===== config.mk =====
export PLATFORM = sky130hd
export DESIGN_NAME = fetch_pc_ctrl
export DESIGN_NICKNAME = d
export VERILOG_FILES = /design/src/rtl/fetch_pkg.sv /design/src/rtl/fetch_pc_ctrl.sv
export SDC_FILE = /design/constraint.sdc
export NUM_CORES = 1
export LEC_CHECK = 0
export CAP_MARGIN = 0
export CORE_MARGIN = 10
export CORE_UTILIZATION = 51
export DETAILED_ROUTE_END_ITERATION = 10
export PLACE_DENSITY = 0.83
export SLEW_MARGIN = 20
export SYNTH_ARGS = -nofsm -noshare
export SYNTH_HDL_FRONTEND = slang
export SYNTH_SLANG_ARGS = --single-unit

===== constraint.sdc =====
create_clock -name clk -period 11.5 [get_ports clk]
set_input_delay 2.3 -clock clk [delete_from_list [all_inputs] [get_ports clk]]
set_output_delay 2.3 -clock clk [all_outputs]
set_load 0.05 [all_outputs]

===== src/rtl/fetch_pkg.sv =====
// Shared definitions for the instruction-fetch PC controller.
package fetch_pkg;

  typedef enum logic [1:0] {
    ST_IDLE = 2'd0,
    ST_REQ  = 2'd1,
    ST_WAIT = 2'd2,
    ST_DROP = 2'd3
  } fetch_state_e;

  // Fixed instruction size; sequential fetch advances by this amount.
  localparam int unsigned InstrBytes = 4;

endpackage


===== src/rtl/fetch_pc_ctrl.sv =====
// Fetch PC controller: keeps one instruction-memory request in flight,
// presents fetched instructions to decode, and squashes wrong-path data
// on branch/jump redirects.
module fetch_pc_ctrl
  import fetch_pkg::*;
#(
  parameter int unsigned           WordSize    = 32,
  parameter logic [WordSize-1:0]   ResetVector = '0
) (
  input  logic                clk,
  input  logic                rst,
  input  logic                redirect_valid,
  input  logic [WordSize-1:0] redirect_addr,
  input  logic                stall,
  output logic                imem_req_valid,
  input  logic                imem_req_ready,
  output logic [WordSize-1:0] imem_req_addr,
  input  logic                imem_rsp_valid,
  output logic                imem_rsp_ready,
  input  logic [WordSize-1:0] imem_rsp_data,
  output logic                if_valid,
  output logic [WordSize-1:0] if_pc,
  output logic [WordSize-1:0] if_instr
);

  localparam logic [WordSize-1:0] Step      = WordSize'(InstrBytes);
  localparam logic [WordSize-1:0] AlignMask = ~(WordSize'(InstrBytes - 1));

  fetch_state_e        state_q;
  logic [WordSize-1:0] pc_q;
  logic [WordSize-1:0] req_pc_q;
  logic                if_valid_q;
  logic [WordSize-1:0] if_pc_q;
  logic [WordSize-1:0] if_instr_q;

  logic                slot_free;
  logic                req_fire;
  logic                rsp_fire;
  logic                capture;
  logic [WordSize-1:0] redirect_pc;
  logic [WordSize-1:0] next_seq_pc;

  // Handshake and datapath helpers derived from current state and inputs.
  always_comb begin
    slot_free      = !if_valid_q || !stall;
    imem_req_valid = (state_q == ST_REQ) && !redirect_valid && slot_free;
    imem_req_addr  = pc_q;
    imem_rsp_ready = ((state_q == ST_WAIT) && slot_free) || (state_q == ST_DROP);
    req_fire       = imem_req_valid && imem_req_ready;
    rsp_fire       = imem_rsp_valid && imem_rsp_ready;
    capture        = (state_q == ST_WAIT) && rsp_fire && !redirect_valid;
    redirect_pc    = redirect_addr & AlignMask;
    next_seq_pc    = req_pc_q + Step;
  end

  assign if_valid = if_valid_q;
  assign if_pc    = if_pc_q;
  assign if_instr = if_instr_q;

  // Fetch FSM, PC registers and the decode-facing output slot.
  always_ff @(posedge clk or posedge rst) begin
    if (rst) begin
      state_q    <= ST_IDLE;
      pc_q       <= ResetVector;
      req_pc_q   <= '0;
      if_valid_q <= 1'b0;
      if_pc_q    <= '0;
      if_instr_q <= '0;
    end else begin
      if (redirect_valid) begin
        if_valid_q <= 1'b0;
      end else if (capture) begin
        if_valid_q <= 1'b1;
        if_pc_q    <= req_pc_q;
        if_instr_q <= imem_rsp_data;
      end else if (slot_free) begin
        if_valid_q <= 1'b0;
      end

      if (redirect_valid) begin
        pc_q <= redirect_pc;
      end

      case (state_q)
        ST_IDLE: begin
          state_q <= ST_REQ;
        end
        ST_REQ: begin
          if (req_fire) begin
            req_pc_q <= pc_q;
            state_q  <= ST_WAIT;
          end
        end
        ST_WAIT: begin
          if (redirect_valid) begin
            state_q <= rsp_fire ? ST_REQ : ST_DROP;
          end else if (rsp_fire) begin
            pc_q    <= next_seq_pc;
            state_q <= ST_REQ;
          end
        end
        ST_DROP: begin
          // The stale response is consumed even when a further redirect
          // lands in the same cycle; waiting for another would deadlock.
          if (rsp_fire) begin
            state_q <= ST_REQ;
          end
        end
        default: begin
          state_q <= ST_IDLE;
        end
      endcase
    end
  end

endmodule


==> flow_results.xml <==
<?xml version="1.0" encoding="UTF-8"?>
<metrics>
  <group name="setup_path">
    <metric name="worst_ep_required_time" unit="ns">9.20</metric>
    <metric name="crit_slowest_cell" unit="">sky130_fd_sc_hd__clkdlybuf4s50_1</metric>
    <metric name="crit_arrival" unit="ns">4.08</metric>
    <metric name="crit_top_cell" unit="">sky130_fd_sc_hd__clkdlybuf4s50_1</metric>
    <metric name="cp_top_family" unit="">buffers and inverters</metric>
    <metric name="critPathLaunchType" unit="">input pin</metric>
    <metric name="critPathKind" unit="">input pin to output port</metric>
    <metric name="cp.buffers_inverters" unit="">2</metric>
    <metric name="crit_path_cell_trace" unit="">clkdlybuf4s50_1 -&gt; a21oi_1 -&gt; and3b_1 -&gt; clkdlybuf4s50_1</metric>
    <metric name="setup_crit_end_kind" unit="">output port</metric>
    <metric name="worstPathMaxFanout" unit="">4</metric>
    <metric name="max_stage_delay" unit="ns">0.83</metric>
  </group>
  <group name="die">
    <metric name="dieWidth" unit="um">126</metric>
    <metric name="fp-row-count" unit="">38</metric>
    <metric name="floorplan_die_height" unit="um">126</metric>
    <metric name="floorplan.initialDensity" unit="">0.527</metric>
    <metric name="die_footprint" unit="um2">16000</metric>
    <metric name="io-pin-count" unit="">169</metric>
    <metric name="core" unit="um2">10900</metric>
  </group>
  <group name="synthesis">
    <metric name="number_of_instances_in_the_synthesized_netlist" unit="">581</metric>
    <metric name="share_of_the_synthesized_area_in_compound_gates_ao_oa_aoi_oai" unit="">0.0900</metric>
    <metric name="number_of_enable_type_register_cells_in_the_synthesized_netlist" unit="">0</metric>
    <metric name="share_of_synthesized_cell_area_in_and_or_nand_and_nor_gates" unit="">0.212</metric>
    <metric name="synth_async_reset_ratio" unit="">1.00</metric>
    <metric name="postSynthAreaPerCell" unit="um2">9.93</metric>
    <metric name="mappedNetlistNets" unit="">652</metric>
    <metric name="syn-cell-area" unit="um2">5770</metric>
    <metric name="synth.yosys.seq_area_share" unit="">0.568</metric>
    <metric name="synth-adder-area-share" unit="">0.00217</metric>
    <metric name="yosys_warnings" unit="">0</metric>
    <metric name="muxShareOfSynthArea" unit="">0.0798</metric>
    <metric name="postSynth.topFlopCell" unit="">sky130_fd_sc_hd__dfrtp_1</metric>
    <metric name="synth.lib_cells_used.distinct" unit="">38</metric>
    <metric name="synth_top_family_by_area" unit="">simple AND/OR/NAND/NOR gates</metric>
    <metric name="yosys.area_share.xor_xnor" unit="">0.0182</metric>
    <metric name="ys_ff_latch" unit="">131</metric>
  </group>
  <group name="place">
    <metric name="dpl.cell_count" unit="">855</metric>
    <metric name="hpwl" unit="um">11100</metric>
    <metric name="finalWeightedCongestion" unit="">0.812</metric>
    <metric name="io_buffer_count" unit="">166</metric>
  </group>
  <group name="sta">
    <metric name="final_max_slew_viol_count" unit="">0</metric>
    <metric name="finalHoldViolCount" unit="">0</metric>
    <metric name="finalHoldWorstSlack" unit="ns">0.475</metric>
    <metric name="timing.final.crit_period" unit="ns">6.38</metric>
    <metric name="tns" unit="ns">0</metric>
    <metric name="max_freq" unit="MHz">157</metric>
    <metric name="grt_setup_unrepaired" unit="">no</metric>
    <metric name="final-setup-viol-count" unit="">0</metric>
    <metric name="worst_slew_pin_slew" unit="ns">0.948</metric>
    <metric name="clock_skew" unit="ns">0.00737</metric>
    <metric name="fin_crit_sh" unit="">0.555</metric>
    <metric name="slew_headroom" unit="">0.368</metric>
  </group>
  <group name="layout">
    <metric name="drive_above_1_share" unit="">0.100</metric>
    <metric name="finalCoreUtilization" unit="">0.740</metric>
    <metric name="num_antenna_cells" unit="">0</metric>
    <metric name="fillerInstances" unit="">777</metric>
    <metric name="num-nets-final" unit="">806</metric>
    <metric name="syn2layout_area_growth" unit="%">40.3</metric>
    <metric name="final_cell_count_no_fill" unit="">888</metric>
  </group>
  <group name="clocking">
    <metric name="insertion_delay" unit="ns">0.41</metric>
    <metric name="cts_made_buffers" unit="">17</metric>
    <metric name="cts_hold_buffers" unit="">0</metric>
    <metric name="clock_sink_count" unit="">131</metric>
    <metric name="cts_resized" unit="">0</metric>
    <metric name="tritoncts_clock_tree" unit="">yes</metric>
    <metric name="cts.path.max_buffers" unit="">2</metric>
    <metric name="clock_tree.root_cell" unit="">sky130_fd_sc_hd__clkbuf_16</metric>
    <metric name="cts.htree.levels" unit="">4</metric>
    <metric name="clkTransAtPathRegs" unit="ns">0.06</metric>
    <metric name="postCtsSetupRepairBufs" unit="">0</metric>
  </group>
  <group name="detailed_routing">
    <metric name="drt_pre_antenna_iters" unit="">5</metric>
    <metric name="detailed_route_wl" unit="um">16400</metric>
    <metric name="route.vias.total" unit="">4957</metric>
    <metric name="first_iter_violations" unit="">528</metric>
    <metric name="ant_nets" unit="">0</metric>
    <metric name="drt-wirelength-per-cell" unit="um">18.5</metric>
    <metric name="post-route-drc-count" unit="">0</metric>
    <metric name="post_drt_via_cell_ratio" unit="">5.58</metric>
  </group>
  <group name="grt">
    <metric name="grt_util_met1" unit="">0.237</metric>
    <metric name="initial_antenna_violation_count" unit="">0</metric>
    <metric name="grt_first_pass_wirelength" unit="um">26500</metric>
    <metric name="global_route_total_usage_across_every_layer" unit="">0.202</metric>
    <metric name="met2_usage" unit="">0.329</metric>
    <metric name="grt_max_degree" unit="">114</metric>
    <metric name="number_of_global_route_vias_before_repair" unit="">5056</metric>
    <metric name="met3_usage" unit="">0.0870</metric>
    <metric name="top_usage_layer" unit="">met2</metric>
    <metric name="globalRouteOverflowTotal" unit="">0</metric>
  </group>
  <group name="power_and_ir_drop">
    <metric name="power.leakage" unit="nW">3.59</metric>
    <metric name="power_after_layout" unit="mW">2.17</metric>
    <metric name="ir_worst_vdd" unit="mV">0.158</metric>
    <metric name="power_density" unit="nW/um2">268</metric>
  </group>
  <group name="job">
    <metric name="max_cap_violations" unit="">0</metric>
  </group>
  <group name="status">
    <metric name="run_status" unit="">complete, no violations</metric>
  </group>
  <group name="worst_hold_path">
    <metric name="hold_class" unit="">flip-flop to flip-flop</metric>
  </group>
</metrics>
==> layout by cell type, fill, tap and decap left out, types with 2 or more instances in the layout <==
cell type	synthesis	final
sky130_fd_sc_hd__a211oi_1	27	27
sky130_fd_sc_hd__a21oi_1	13	13
sky130_fd_sc_hd__a31oi_1	13	13
sky130_fd_sc_hd__a32oi_1	2	2
sky130_fd_sc_hd__and4_1	4	4
sky130_fd_sc_hd__buf_4	1	4
sky130_fd_sc_hd__clkbuf_16	0	17
sky130_fd_sc_hd__clkbuf_8	0	3
sky130_fd_sc_hd__clkdlybuf4s50_1	0	165
sky130_fd_sc_hd__clkinv_2	0	2
sky130_fd_sc_hd__clkinv_4	0	2
sky130_fd_sc_hd__clkinvlp_4	0	5
sky130_fd_sc_hd__dfrtp_1	131	131
sky130_fd_sc_hd__inv_1	7	6
sky130_fd_sc_hd__mux2_2	32	32
sky130_fd_sc_hd__mux2i_1	10	10
sky130_fd_sc_hd__nand2_1	196	196
sky130_fd_sc_hd__nand3_1	9	8
sky130_fd_sc_hd__nand4_1	7	7
sky130_fd_sc_hd__nor2_1	6	6
sky130_fd_sc_hd__nor2b_1	23	23
sky130_fd_sc_hd__nor3_1	4	4
sky130_fd_sc_hd__nor4_1	2	2
sky130_fd_sc_hd__o21ai_0	17	17
sky130_fd_sc_hd__o31ai_1	6	6
sky130_fd_sc_hd__or3_1	7	7
sky130_fd_sc_hd__or4_1	6	6
sky130_fd_sc_hd__or4_4	2	2
sky130_fd_sc_hd__xnor2_1	11	11
==> cell usage after synthesis, types with 4 or more instances <==
cell type	instances	area, um2
sky130_fd_sc_hd__a211oi_1	27	203
sky130_fd_sc_hd__a21oi_1	13	65.1
sky130_fd_sc_hd__a31oi_1	13	81.3
sky130_fd_sc_hd__and4_1	4	35.0
sky130_fd_sc_hd__buf_1	5	18.8
sky130_fd_sc_hd__clkbuf_1	26	97.6
sky130_fd_sc_hd__dfrtp_1	131	3280
sky130_fd_sc_hd__inv_1	7	26.3
sky130_fd_sc_hd__mux2_2	32	360
sky130_fd_sc_hd__mux2i_1	10	100
sky130_fd_sc_hd__nand2_1	196	736
sky130_fd_sc_hd__nand3_1	9	45.0
sky130_fd_sc_hd__nand4_1	7	43.8
sky130_fd_sc_hd__nor2_1	6	22.5
sky130_fd_sc_hd__nor2b_1	23	144
sky130_fd_sc_hd__nor3_1	4	20.0
sky130_fd_sc_hd__o21ai_0	17	85.1
sky130_fd_sc_hd__o31ai_1	6	45.0
sky130_fd_sc_hd__or3_1	7	43.8
sky130_fd_sc_hd__or4_1	6	45.0
sky130_fd_sc_hd__xnor2_1	11	96.3
==> worst min-delay path: cells and delay by family (launching register included) <==
family,cells,cell delay [ns]
simple gates,2,0.10
flops,1,0.34
==> registers in the layout (all words and copies together), names as in the netlist <==
signal,count
req_pc_q,32
if_valid,1
if_instr,32
state_q,2
imem_req_addr,32
if_pc,32
==> per-layer routing <==
| metal | share of wire | vias to the layer above |
|---|---|---|
| met2 | 0.50 | 200 |
| met4 | 0.019 | 0 |
| met3 | 0.090 | 25 |
| met5 | 0 | - |
| li1 | - | 2295 |
| met1 | 0.39 | 2437 |
==> cell type report <==
class	count	area (um2)	share of cell area
timing repair buffer	170	1710	0.211
multi-input combinational	408	2330	0.288
inverter	7	28.8	0.00356
clock inverter	11	104	0.0128
sequential	131	3280	0.405
clock buffer	21	470	0.0581
tap	140	175	0.0216
==> final timing paths <==
path | startpoint | endpoint | slack, ns | depth (start not counted)
setup / recovery | stall | imem_req_valid | 5.12 | 4
max in group asynchronous | rst | req_pc_q[30] | 7.72 | 3
hold / removal | if_pc[23] | if_pc[23] | 0.47 | 2
min in group asynchronous | rst | if_instr[27] | 2.34 | 2
hold reg to reg | if_pc[23] | if_pc[23] | 0.47 | 2
setup reg to reg | req_pc_q[3] | imem_req_addr[30] | 8.97 | 5
==> metrics by stage <==
| step | cell area [um2] | setup WS, ns |
|---|---|---|
| global route | 8090 | 5.03 |
| CTS | 8060 | 4.82 |
| detailed placement | 7490 | 4.84 |
| floorplan | 5770 | 5.70 |
| global placement | 7490 | 4.93 |
| finish | 8090 | 5.12 |
==> cell families (layout without fill, tap and decap cells) <==
family          after synthesis  after routing
simple gates                272            272
flops                       131            131
compound gates               81             81
mux                          42             42
buf+inv                      42            209
xor+xnor                     12             12
fa+ha+maj                     1              1
==> report_power, final <==
group | total [mW] | leakage (nW) | internal [mW] | switching, mW
sequential | 0.770 | 1.66 | 0.617 | 0.153
combinational | 0.885 | 1.67 | 0.317 | 0.568
clock | 0.517 | 0.268 | 0.315 | 0.202
total | 2.17 | 3.59 | 1.25 | 0.924
No activity file was read; power rests on OpenSTA's default activity.
